==> config.mk <==
export PLATFORM = sky130hd
export DESIGN_NAME = alu_issue_stage_flat
export DESIGN_NICKNAME = d
export VERILOG_FILES = /design/src/rtl/alu_pkg.sv /design/src/rtl/alu_issue_stage_if.sv /design/src/rtl/alu_fn_decode.sv /design/src/rtl/alu_issue_stage.sv /design/src/flat_wrapper.sv
export SDC_FILE = /design/constraint.sdc
export NUM_CORES = 1
export LEC_CHECK = 0
export ABC_AREA = 1
export ABC_CLOCK_PERIOD_IN_PS = 2270
export CORE_ASPECT_RATIO = 1.1
export CORE_MARGIN = 1
export CORE_UTILIZATION = 42
export CTS_CLUSTER_DIAMETER = 50
export DETAILED_ROUTE_END_ITERATION = 16
export MAX_ROUTING_LAYER = met4
export PLACE_DENSITY = 0.78
export SETUP_SLACK_MARGIN = 0.4
export SLEW_MARGIN = 20
export SYNTH_ARGS = -nofsm -noshare
export SYNTH_HDL_FRONTEND = slang
export SYNTH_SLANG_ARGS = --single-unit
export TNS_END_PERCENT = 50
==> constraint.sdc <==
create_clock -name clk -period 2.27 [get_ports clk]
set_clock_uncertainty 0.2 [all_clocks]
set_input_delay 0.454 -clock clk [delete_from_list [all_inputs] [get_ports clk]]
set_output_delay 0.454 -clock clk [all_outputs]
set_load 0.02 [all_outputs]
==> src/rtl/alu_pkg.sv <==
// Shared constants and types for the ALU issue stage: function codes,
// opcodes, funct fields and the operand-y source select.
package alu_pkg;

    localparam int XLEN = 32;

    localparam logic [4:0] ALU_AND = 5'b00000;
    localparam logic [4:0] ALU_OR  = 5'b00001;
    localparam logic [4:0] ALU_ADD = 5'b00010;
    localparam logic [4:0] ALU_XOR = 5'b00011;
    localparam logic [4:0] ALU_SLL = 5'b00100;
    localparam logic [4:0] ALU_SUB = 5'b00110;
    localparam logic [4:0] ALU_SRL = 5'b01000;

    localparam logic [6:0] OP_REG = 7'b0110011;
    localparam logic [6:0] OP_IMM = 7'b0010011;

    localparam logic [2:0] F3_ADD = 3'b000;
    localparam logic [2:0] F3_SLL = 3'b001;
    localparam logic [2:0] F3_XOR = 3'b100;
    localparam logic [2:0] F3_SRL = 3'b101;
    localparam logic [2:0] F3_OR  = 3'b110;
    localparam logic [2:0] F3_AND = 3'b111;

    localparam logic [6:0] F7_BASE = 7'b0000000;
    localparam logic [6:0] F7_ALT  = 7'b0100000;

    // Where operand y comes from: the rs2 register value or the decoded immediate
    typedef enum logic {
        SEL_RS2 = 1'b0,
        SEL_IMM = 1'b1
    } ysel_e;

endpackage

==> src/rtl/alu_issue_stage_if.sv <==
// Bundles the decode-side and ALU-side handshakes of the issue stage.
// The stage itself uses the slave view; whoever drives instructions in and
// consumes operands out uses the master view.
interface alu_issue_stage_if;
    import alu_pkg::*;

    logic            in_valid;
    logic            in_ready;
    logic [31:0]     instr;
    logic [XLEN-1:0] rs1_val;
    logic [XLEN-1:0] rs2_val;
    logic            out_valid;
    logic            out_ready;
    logic [XLEN-1:0] alu_x;
    logic [XLEN-1:0] alu_y;
    logic [4:0]      alu_fn;
    logic [4:0]      rd;
    logic            illegal;
    logic [15:0]     illegal_cnt;

    modport slave (
        input  in_valid, instr, rs1_val, rs2_val, out_ready,
        output in_ready, out_valid, alu_x, alu_y, alu_fn, rd, illegal, illegal_cnt
    );

    modport master (
        output in_valid, instr, rs1_val, rs2_val, out_ready,
        input  in_ready, out_valid, alu_x, alu_y, alu_fn, rd, illegal, illegal_cnt
    );

endinterface

==> src/rtl/alu_fn_decode.sv <==
// Combinational decoder: maps an R-type or I-type integer ALU instruction
// to its ALU function code, operand-y source and immediate. Anything the
// ALU cannot execute is flagged illegal and reported as a harmless ADD.
module alu_fn_decode
    import alu_pkg::*;
(
    input  logic [31:0]     instr_i,
    output logic [4:0]      alu_fn_o,
    output ysel_e           imm_sel_o,
    output logic [XLEN-1:0] imm_o,
    output logic            illegal_o
);

    logic [6:0] opcode;
    logic [2:0] funct3;
    logic [6:0] funct7;
    logic       unusedBits;

    assign opcode     = instr_i[6:0];
    assign funct3     = instr_i[14:12];
    assign funct7     = instr_i[31:25];
    assign unusedBits = ^{instr_i[19:15], instr_i[11:7]};

    // Select the function code and y source from opcode/funct fields
    always_comb begin
        alu_fn_o  = ALU_ADD;
        imm_sel_o = SEL_RS2;
        imm_o     = '0;
        illegal_o = 1'b0;
        case (opcode)
            OP_REG: begin
                if (funct7 == F7_BASE) begin
                    case (funct3)
                        F3_ADD:  alu_fn_o = ALU_ADD;
                        F3_AND:  alu_fn_o = ALU_AND;
                        F3_OR:   alu_fn_o = ALU_OR;
                        F3_XOR:  alu_fn_o = ALU_XOR;
                        F3_SLL:  alu_fn_o = ALU_SLL;
                        F3_SRL:  alu_fn_o = ALU_SRL;
                        default: illegal_o = 1'b1;
                    endcase
                end else if (funct7 == F7_ALT && funct3 == F3_ADD) begin
                    alu_fn_o = ALU_SUB;
                end else begin
                    illegal_o = 1'b1;
                end
            end
            OP_IMM: begin
                imm_sel_o = SEL_IMM;
                case (funct3)
                    F3_ADD, F3_AND, F3_OR, F3_XOR: begin
                        imm_o = {{20{instr_i[31]}}, instr_i[31:20]};
                        case (funct3)
                            F3_AND:  alu_fn_o = ALU_AND;
                            F3_OR:   alu_fn_o = ALU_OR;
                            F3_XOR:  alu_fn_o = ALU_XOR;
                            default: alu_fn_o = ALU_ADD;
                        endcase
                    end
                    F3_SLL, F3_SRL: begin
                        imm_o     = {27'b0, instr_i[24:20]};
                        alu_fn_o  = (funct3 == F3_SLL) ? ALU_SLL : ALU_SRL;
                        illegal_o = (funct7 != F7_BASE);
                    end
                    default: illegal_o = 1'b1;
                endcase
            end
            default: illegal_o = 1'b1;
        endcase
        if (illegal_o) begin
            alu_fn_o  = ALU_ADD;
            imm_sel_o = SEL_RS2;
            imm_o     = '0;
        end
    end

endmodule

==> src/rtl/alu_issue_stage.sv <==
// Single-entry registered issue stage between decode and the ALU. Decodes
// the incoming instruction, captures the ALU operands behind a valid/ready
// handshake, and counts illegal entries handed to the ALU.
module alu_issue_stage
    import alu_pkg::*;
(
    input  logic clk,
    input  logic rst,
    input  logic flush,
    alu_issue_stage_if.slave bus
);

    logic [4:0]      decFn;
    ysel_e           decSel;
    logic [XLEN-1:0] decImm;
    logic            decIll;

    logic            outValid_q, outValid_d;
    logic [XLEN-1:0] aluX_q, aluX_d;
    logic [XLEN-1:0] aluY_q, aluY_d;
    logic [4:0]      aluFn_q, aluFn_d;
    logic [4:0]      rd_q, rd_d;
    logic            illegal_q, illegal_d;
    logic [15:0]     illCnt_q, illCnt_d;

    logic inXfer;
    logic outXfer;

    alu_fn_decode u_decode (
        .instr_i   (bus.instr),
        .alu_fn_o  (decFn),
        .imm_sel_o (decSel),
        .imm_o     (decImm),
        .illegal_o (decIll)
    );

    assign bus.in_ready = !outValid_q || bus.out_ready;
    assign inXfer       = bus.in_valid && bus.in_ready && !flush;
    assign outXfer      = outValid_q && bus.out_ready;

    // Next-state: flush empties the stage; otherwise load, drain or hold
    always_comb begin
        outValid_d = outValid_q;
        aluX_d     = aluX_q;
        aluY_d     = aluY_q;
        aluFn_d    = aluFn_q;
        rd_d       = rd_q;
        illegal_d  = illegal_q;
        illCnt_d   = illCnt_q;
        if (flush) begin
            outValid_d = 1'b0;
        end else begin
            if (outXfer && illegal_q && illCnt_q != 16'hFFFF) begin
                illCnt_d = illCnt_q + 16'd1;
            end
            if (inXfer) begin
                outValid_d = 1'b1;
                aluFn_d    = decFn;
                illegal_d  = decIll;
                aluX_d     = decIll ? '0 : bus.rs1_val;
                aluY_d     = decIll ? '0 : ((decSel == SEL_IMM) ? decImm : bus.rs2_val);
                rd_d       = decIll ? 5'd0 : bus.instr[11:7];
            end else if (outXfer) begin
                outValid_d = 1'b0;
            end
        end
    end

    // Pipeline register with synchronous reset taking priority over flush
    always_ff @(posedge clk) begin
        if (rst) begin
            outValid_q <= 1'b0;
            aluX_q     <= '0;
            aluY_q     <= '0;
            aluFn_q    <= ALU_ADD;
            rd_q       <= 5'd0;
            illegal_q  <= 1'b0;
            illCnt_q   <= 16'd0;
        end else begin
            outValid_q <= outValid_d;
            aluX_q     <= aluX_d;
            aluY_q     <= aluY_d;
            aluFn_q    <= aluFn_d;
            rd_q       <= rd_d;
            illegal_q  <= illegal_d;
            illCnt_q   <= illCnt_d;
        end
    end

    assign bus.out_valid   = outValid_q;
    assign bus.alu_x       = aluX_q;
    assign bus.alu_y       = aluY_q;
    assign bus.alu_fn      = aluFn_q;
    assign bus.rd          = rd_q;
    assign bus.illegal     = illegal_q;
    assign bus.illegal_cnt = illCnt_q;

endmodule

==> src/flat_wrapper.sv <==
// flat-port wrapper written by rule: the top's interface ports become plain ports
module alu_issue_stage_flat import alu_pkg::*;
  (clk, rst, flush, bus_in_valid, bus_instr, bus_rs1_val, bus_rs2_val, bus_out_ready, bus_in_ready, bus_out_valid, bus_alu_x, bus_alu_y, bus_alu_fn, bus_rd, bus_illegal, bus_illegal_cnt);
  alu_issue_stage_if bus_i ();
  input  logic clk;
  input  logic rst;
  input  logic flush;
  input wire logic [$bits(bus_i.in_valid)-1:0] bus_in_valid;
  input wire logic [$bits(bus_i.instr)-1:0] bus_instr;
  input wire logic [$bits(bus_i.rs1_val)-1:0] bus_rs1_val;
  input wire logic [$bits(bus_i.rs2_val)-1:0] bus_rs2_val;
  input wire logic [$bits(bus_i.out_ready)-1:0] bus_out_ready;
  output wire logic [$bits(bus_i.in_ready)-1:0] bus_in_ready;
  output wire logic [$bits(bus_i.out_valid)-1:0] bus_out_valid;
  output wire logic [$bits(bus_i.alu_x)-1:0] bus_alu_x;
  output wire logic [$bits(bus_i.alu_y)-1:0] bus_alu_y;
  output wire logic [$bits(bus_i.alu_fn)-1:0] bus_alu_fn;
  output wire logic [$bits(bus_i.rd)-1:0] bus_rd;
  output wire logic [$bits(bus_i.illegal)-1:0] bus_illegal;
  output wire logic [$bits(bus_i.illegal_cnt)-1:0] bus_illegal_cnt;
  assign bus_i.in_valid = bus_in_valid;
  assign bus_i.instr = bus_instr;
  assign bus_i.rs1_val = bus_rs1_val;
  assign bus_i.rs2_val = bus_rs2_val;
  assign bus_i.out_ready = bus_out_ready;
  assign bus_in_ready = bus_i.in_ready;
  assign bus_out_valid = bus_i.out_valid;
  assign bus_alu_x = bus_i.alu_x;
  assign bus_alu_y = bus_i.alu_y;
  assign bus_alu_fn = bus_i.alu_fn;
  assign bus_rd = bus_i.rd;
  assign bus_illegal = bus_i.illegal;
  assign bus_illegal_cnt = bus_i.illegal_cnt;
  alu_issue_stage u_core (.clk(clk), .rst(rst), .flush(flush), .bus(bus_i));
endmodule
Word level (Yosys, flattened, before mapping)
Cells that the tools add are included.
- bits in registers: 92
- bits of input ports: 101
- $add $sub $neg: 1
- eq/ne operators: 9
- multiplexer cells: 23
- bitwise logic cells: 1
- reductions and logical operators: 19
- operator list (cell ; count):
    2-to-1 mux 32 bit ; 4
    case mux 32 bit (2 select lines) ; 1
    case mux 4 bit (5 select lines) ; 1
    adder 16 x 1 -> 16 bit, second input constant ; 1
    != test 16 bit, second input constant ; 1
    2-to-1 mux 5 bit ; 3
    == test 7 x 6 -> 1 bit, second input constant ; 2
    == test 3 bit, second input constant ; 4
    case mux 5 bit (2 select lines) ; 1
    case mux 4 bit (2 select lines) ; 1
    == test 7 x 5 -> 1 bit, second input constant ; 1
    logical NOT 7 bit ; 1
    2-to-1 mux 1 bit ; 7
    nonzero test 7 bit ; 1
    logical AND 1 bit ; 6
    case mux 2 bit (3 select lines) ; 1
    OR reduction 6 bit ; 1
    2-to-1 mux 4 bit ; 1
    case mux 1 bit (2 select lines) ; 2
    AND reduction 2 bit ; 2
    OR reduction 2 bit ; 2
    OR reduction 4 bit ; 1
    == test 3 x 1 -> 1 bit, second input constant ; 1
    logical NOT 3 bit ; 1
    other kinds (5) ; 6

Longest topological paths before layout
- word-level depth: 8
- mapped depth: 12

Modules after synthesis
From an unflattened synthesis, not the netlist that was laid out.
- cells, all modules: 655
- area, all modules: 4614.4 um2
- by module, submodules not included (module ; times used ; cells an instance ; area an instance (um2) ; sequential area each (um2)):
    alu_issue_stage ; 1 ; 547 ; 4063.9 ; 1841.8
    alu_fn_decode ; 1 ; 108 ; 550.5 ; 0.0

Least setup slack after synthesis
Ideal clock, no wire load.
- path kind: register to register
- from: register u_core.illCnt_q[0] (netlist: u_core.bus.illegal_cnt[0])
- to: register u_core.illCnt_q[6] (netlist: u_core.bus.illegal_cnt[6])
- setup time: 0.115 ns
- data arrival time: 1.683 ns
- required time: 1.955 ns
- path slack: 0.271 ns
- cell stages (with the launch flop): 11
- path buffers: 1
- path through: dfxtp_1 > ha_1 > nand2_1 > nor2_1 > nand2_1 > nor2_1 > nand4_1 > nand2_1 > buf_2 > o21ai_0 > and3_1
- longest elaborated chain between the ends: 3
- elaborated cells on any way between the ends: 4
- classes of those cells: 1 x add/sub; 1 x eq/ne; 2 x reduce/logical
- ends and longest elaborated chain (what ; RTL line ; source):
    from (decl) ; alu_issue_stage.sv:24 ; logic [15:0] illCnt_q, illCnt_d;
    from (signal assigned) ; alu_issue_stage.sv:86 ; illCnt_q <= illCnt_d;
    parallel branches: the longest is 3 deep, another holds adder 16 x 1 -> 16 bit ; n/a ;
Parallel ways; which one is timed is not known.
A chain may end at the register's enable or synchronous reset.

Final worst setup path
- from: register u_core.aluY_q[3] (netlist: u_core.bus.alu_y[3])
- to: output port bus_alu_y[3]
- RTL lines (what ; RTL line ; source):
    from (decl) ; alu_issue_stage.sv:20 ; logic [XLEN-1:0] aluY_q, aluY_d;
    from (signal assigned) ; alu_issue_stage.sv:82 ; aluY_q <= aluY_d;
    to (decl) ; flat_wrapper.sv:16 ; output wire logic [$bits(bus_i.alu_y)-1:0] bus_alu_y;
No word-level cell between the ends.

==> results.ini <==
[die]
fp.dieW_um = 99.3
dieArea_mm2 = 0.0108
ios = 194
core-area_mm2 = 0.00998
die_h_um = 109
start_util = 0.438
rows = 38

[placement]
dp_hpwl_um = 9730
gp_congestion = 0.899
io_buffers = 187
placed_area_mm2 = 0.00661
placed_cells = 930

[logic_synthesis]
ys_seq_area_frac = 0.417
synth_most_common_cell = nand2_1
synth_top_cell_by_area = dfxtp_1
synth_common_cells = nand2_1, dfxtp_1, a21oi_1
synth_area_leaders = dfxtp_1, nand2_1, a21oi_1, nand4_1, inv_1
synth_cells = 618
synth_ff_type = dfxtp_1
synthArstFlopShare = 0
ys_types = 33
synth_edf_count = 0
avgSynthCellArea_um2 = 7.07
synth-seq-cells = 91
synth_top_area_frac = 0.417
synth_area_mm2 = 0.00437
synth_warnings = 0
syn-num-nets = 720

[global_route]
grt_remaining_overflow = 0
grt_pass1_vias = 5210
grtUsageTotal = 0.294
grt_start_max_net_pins = 43
antenna_found_initial = 0
grt_pass1_wl_um = 24300

[sta]
max_freq_mhz = 496
setup_viol = 0
finalCriticalPeriod_ns = 2.02
timing.hold.ws_ns = 0.267
rsz0062_at_grt = true
final_max_slew_viol_count = 0
fin_crit_sh = 0.888
hold_viol_final = 0

[cts]
cts_buffers = 9
clock_latency_ns = 0.37
cts_tree = built
clkSlewWorstSetupHoldPaths_ns = 0.10
clock_path_buffers = 2
cts.sinks = 91
cts_max_level = 3
clockRootBuffer = clkbuf_8

[critical_path]
crit_family = buffers and inverters
start_kind = flip-flop
critPathKind = reg2out
worst_setup_path_end_kind = primary output
cp_slowest_cell = clkdlybuf4s50_1
crit_chain = clkdlybuf4s50_1
max_stage_delay_ns = 0.64
cp.required_ns = 1.62
arrival_ns = 1.36
cp_max_fo = 2
crit_buf_inv = 1

[power_and_ir_drop]
peakVddDrop_mv = 0.310
finalPower_mw = 3.10
p_seq_frac = 0.518
clockPowerShare = 0.339
leakagePower_nw = 3.89
p_sw_uw = 836
swShare = 0.270
p_comb_frac = 0.144
p_int_mw = 2.26
power.density_mw_per_mm2 = 389

[status]
status = complete, no violations

[job]
drv_cap = 0

[detailed_routing]
wl_um = 17100
avgViaCountPerCell = 5.38
drt_iter0_markers = 260
wl_per_cell_um = 17.2
first_pass_iters = 4
via_count = 5354
drc_errors = 0
ant_nets = 0

[cells_and_area]
final_cells = 996
fin_nets = 973
fillCellCount = 660
diodes = 0
final_cell_area_mm2 = 0.00795
drive_gt1_frac = 0.320
area_growth_pct = 81.9
final_core_util = 0.796

[hold_path]
hp-class = reg2reg

what timing repair did:
item,in CTS,in global routing
pin swaps,32,45
cloned,8,0
endpoints found under the hold margin,0,0
setup endpoints to repair,181,169
resized for setup,140,153
buffers inserted,29,13
hold buffers,0,0
worst paths after layout:
kind | slack, ns | cells past startpoint | start | to
setup / recovery | 0.25 | 1 | u_core.bus.alu_y[3] | bus_alu_y[3]
hold / removal | 0.27 | 2 | u_core.bus.alu_x[5] | u_core.bus.alu_x[5]
setup reg to reg | 0.29 | 11 | u_core.bus.illegal_cnt[1] | u_core.bus.illegal_cnt[6]
hold reg to reg | 0.27 | 2 | u_core.bus.alu_x[5] | u_core.bus.alu_x[5]
sequential cells by signal, indices dropped and copies added, names as in the netlist:
name / flops
u_core.bus.alu_fn: 4
u_core.bus.alu_x: 32
u_core.bus.rd: 5
u_core.bus.illegal_cnt: 16
u_core.bus.illegal: 1
u_core.bus.out_valid: 1
u_core.bus.alu_y: 32
per-layer routing:
metal	share of wire	track usage	vias to the layer above	wire (um)
li1	-	-	2519	-
met1	0.37	0.312	2527	6350
met2	0.51	0.525	248	8810
met3	0.075	0.0622	60	1290
met4	0.041	0.138	0	703
met5	0	-	-	0
per-stage QoR:
stage                     setup TNS, ns  setup WS, ns
after floorplan                       0         0.416
after global placement            -9.62        -0.171
after detailed placement         -13.85        -0.227
after CTS                             0         0.240
after global routing                  0         0.218
final                                 0         0.253
power groups by stage:
stage	logic [mW]	clock network [mW]	registers [mW]
final	0.444	1.05	1.60
after global routing	0.470	1.12	1.60
after CTS	0.401	1.05	1.60
after detailed placement	0.378	0	1.64
after global placement	0.372	0	1.64
after floorplan	0.124	0	1.65
worst min-delay path, stage by stage (launching register included):
cell and delay (ns):
dfxtp_1 0.32, nand2_1 0.06, a21oi_1 0.05
cell families after synthesis:
kind of cell | Yosys count | synth area share
and+or+nand+nor | 303 | 0.319
AOI/OAI and AO/OA | 112 | 0.148
buffers and inverters | 103 | 0.0979
DFF | 91 | 0.417
xor gates and xnor gates | 7 | 0.0140
adders and majority gates | 1 | 0.00286
other | 1 | 0.000858
area by class of cell:
| cell class | count | area (um^2) | area share |
|---|---|---|---|
| Inverter | 65 | 244 | 0.0307 |
| Clock buffer | 11 | 141 | 0.0178 |
| Timing Repair Buffer | 280 | 2950 | 0.371 |
| Sequential cell | 91 | 1830 | 0.230 |
| Clock inverter | 5 | 36.3 | 0.00456 |
| Multi-Input combinational cell | 424 | 2600 | 0.327 |
| Tap cell | 120 | 150 | 0.0189 |
layout by cell type (no fill, tap or decap), types with 20 or more instances in the layout:
cell / Yosys / final
nand2_2: 22 / 50
dfxtp_1: 91 / 87
dlygate4sd2_1: 0 / 20
nor2_1: 40 / 26
buf_6: 2 / 30
a21oi_2: 21 / 38
buf_4: 5 / 52
inv_1: 60 / 51
clkdlybuf4s50_1: 0 / 109
nand2_1: 163 / 121
a21oi_1: 79 / 60
dlymetal6s2s_1: 0 / 43
nand4_1: 44 / 44
No activity file was read; power rests on OpenSTA's default activity.
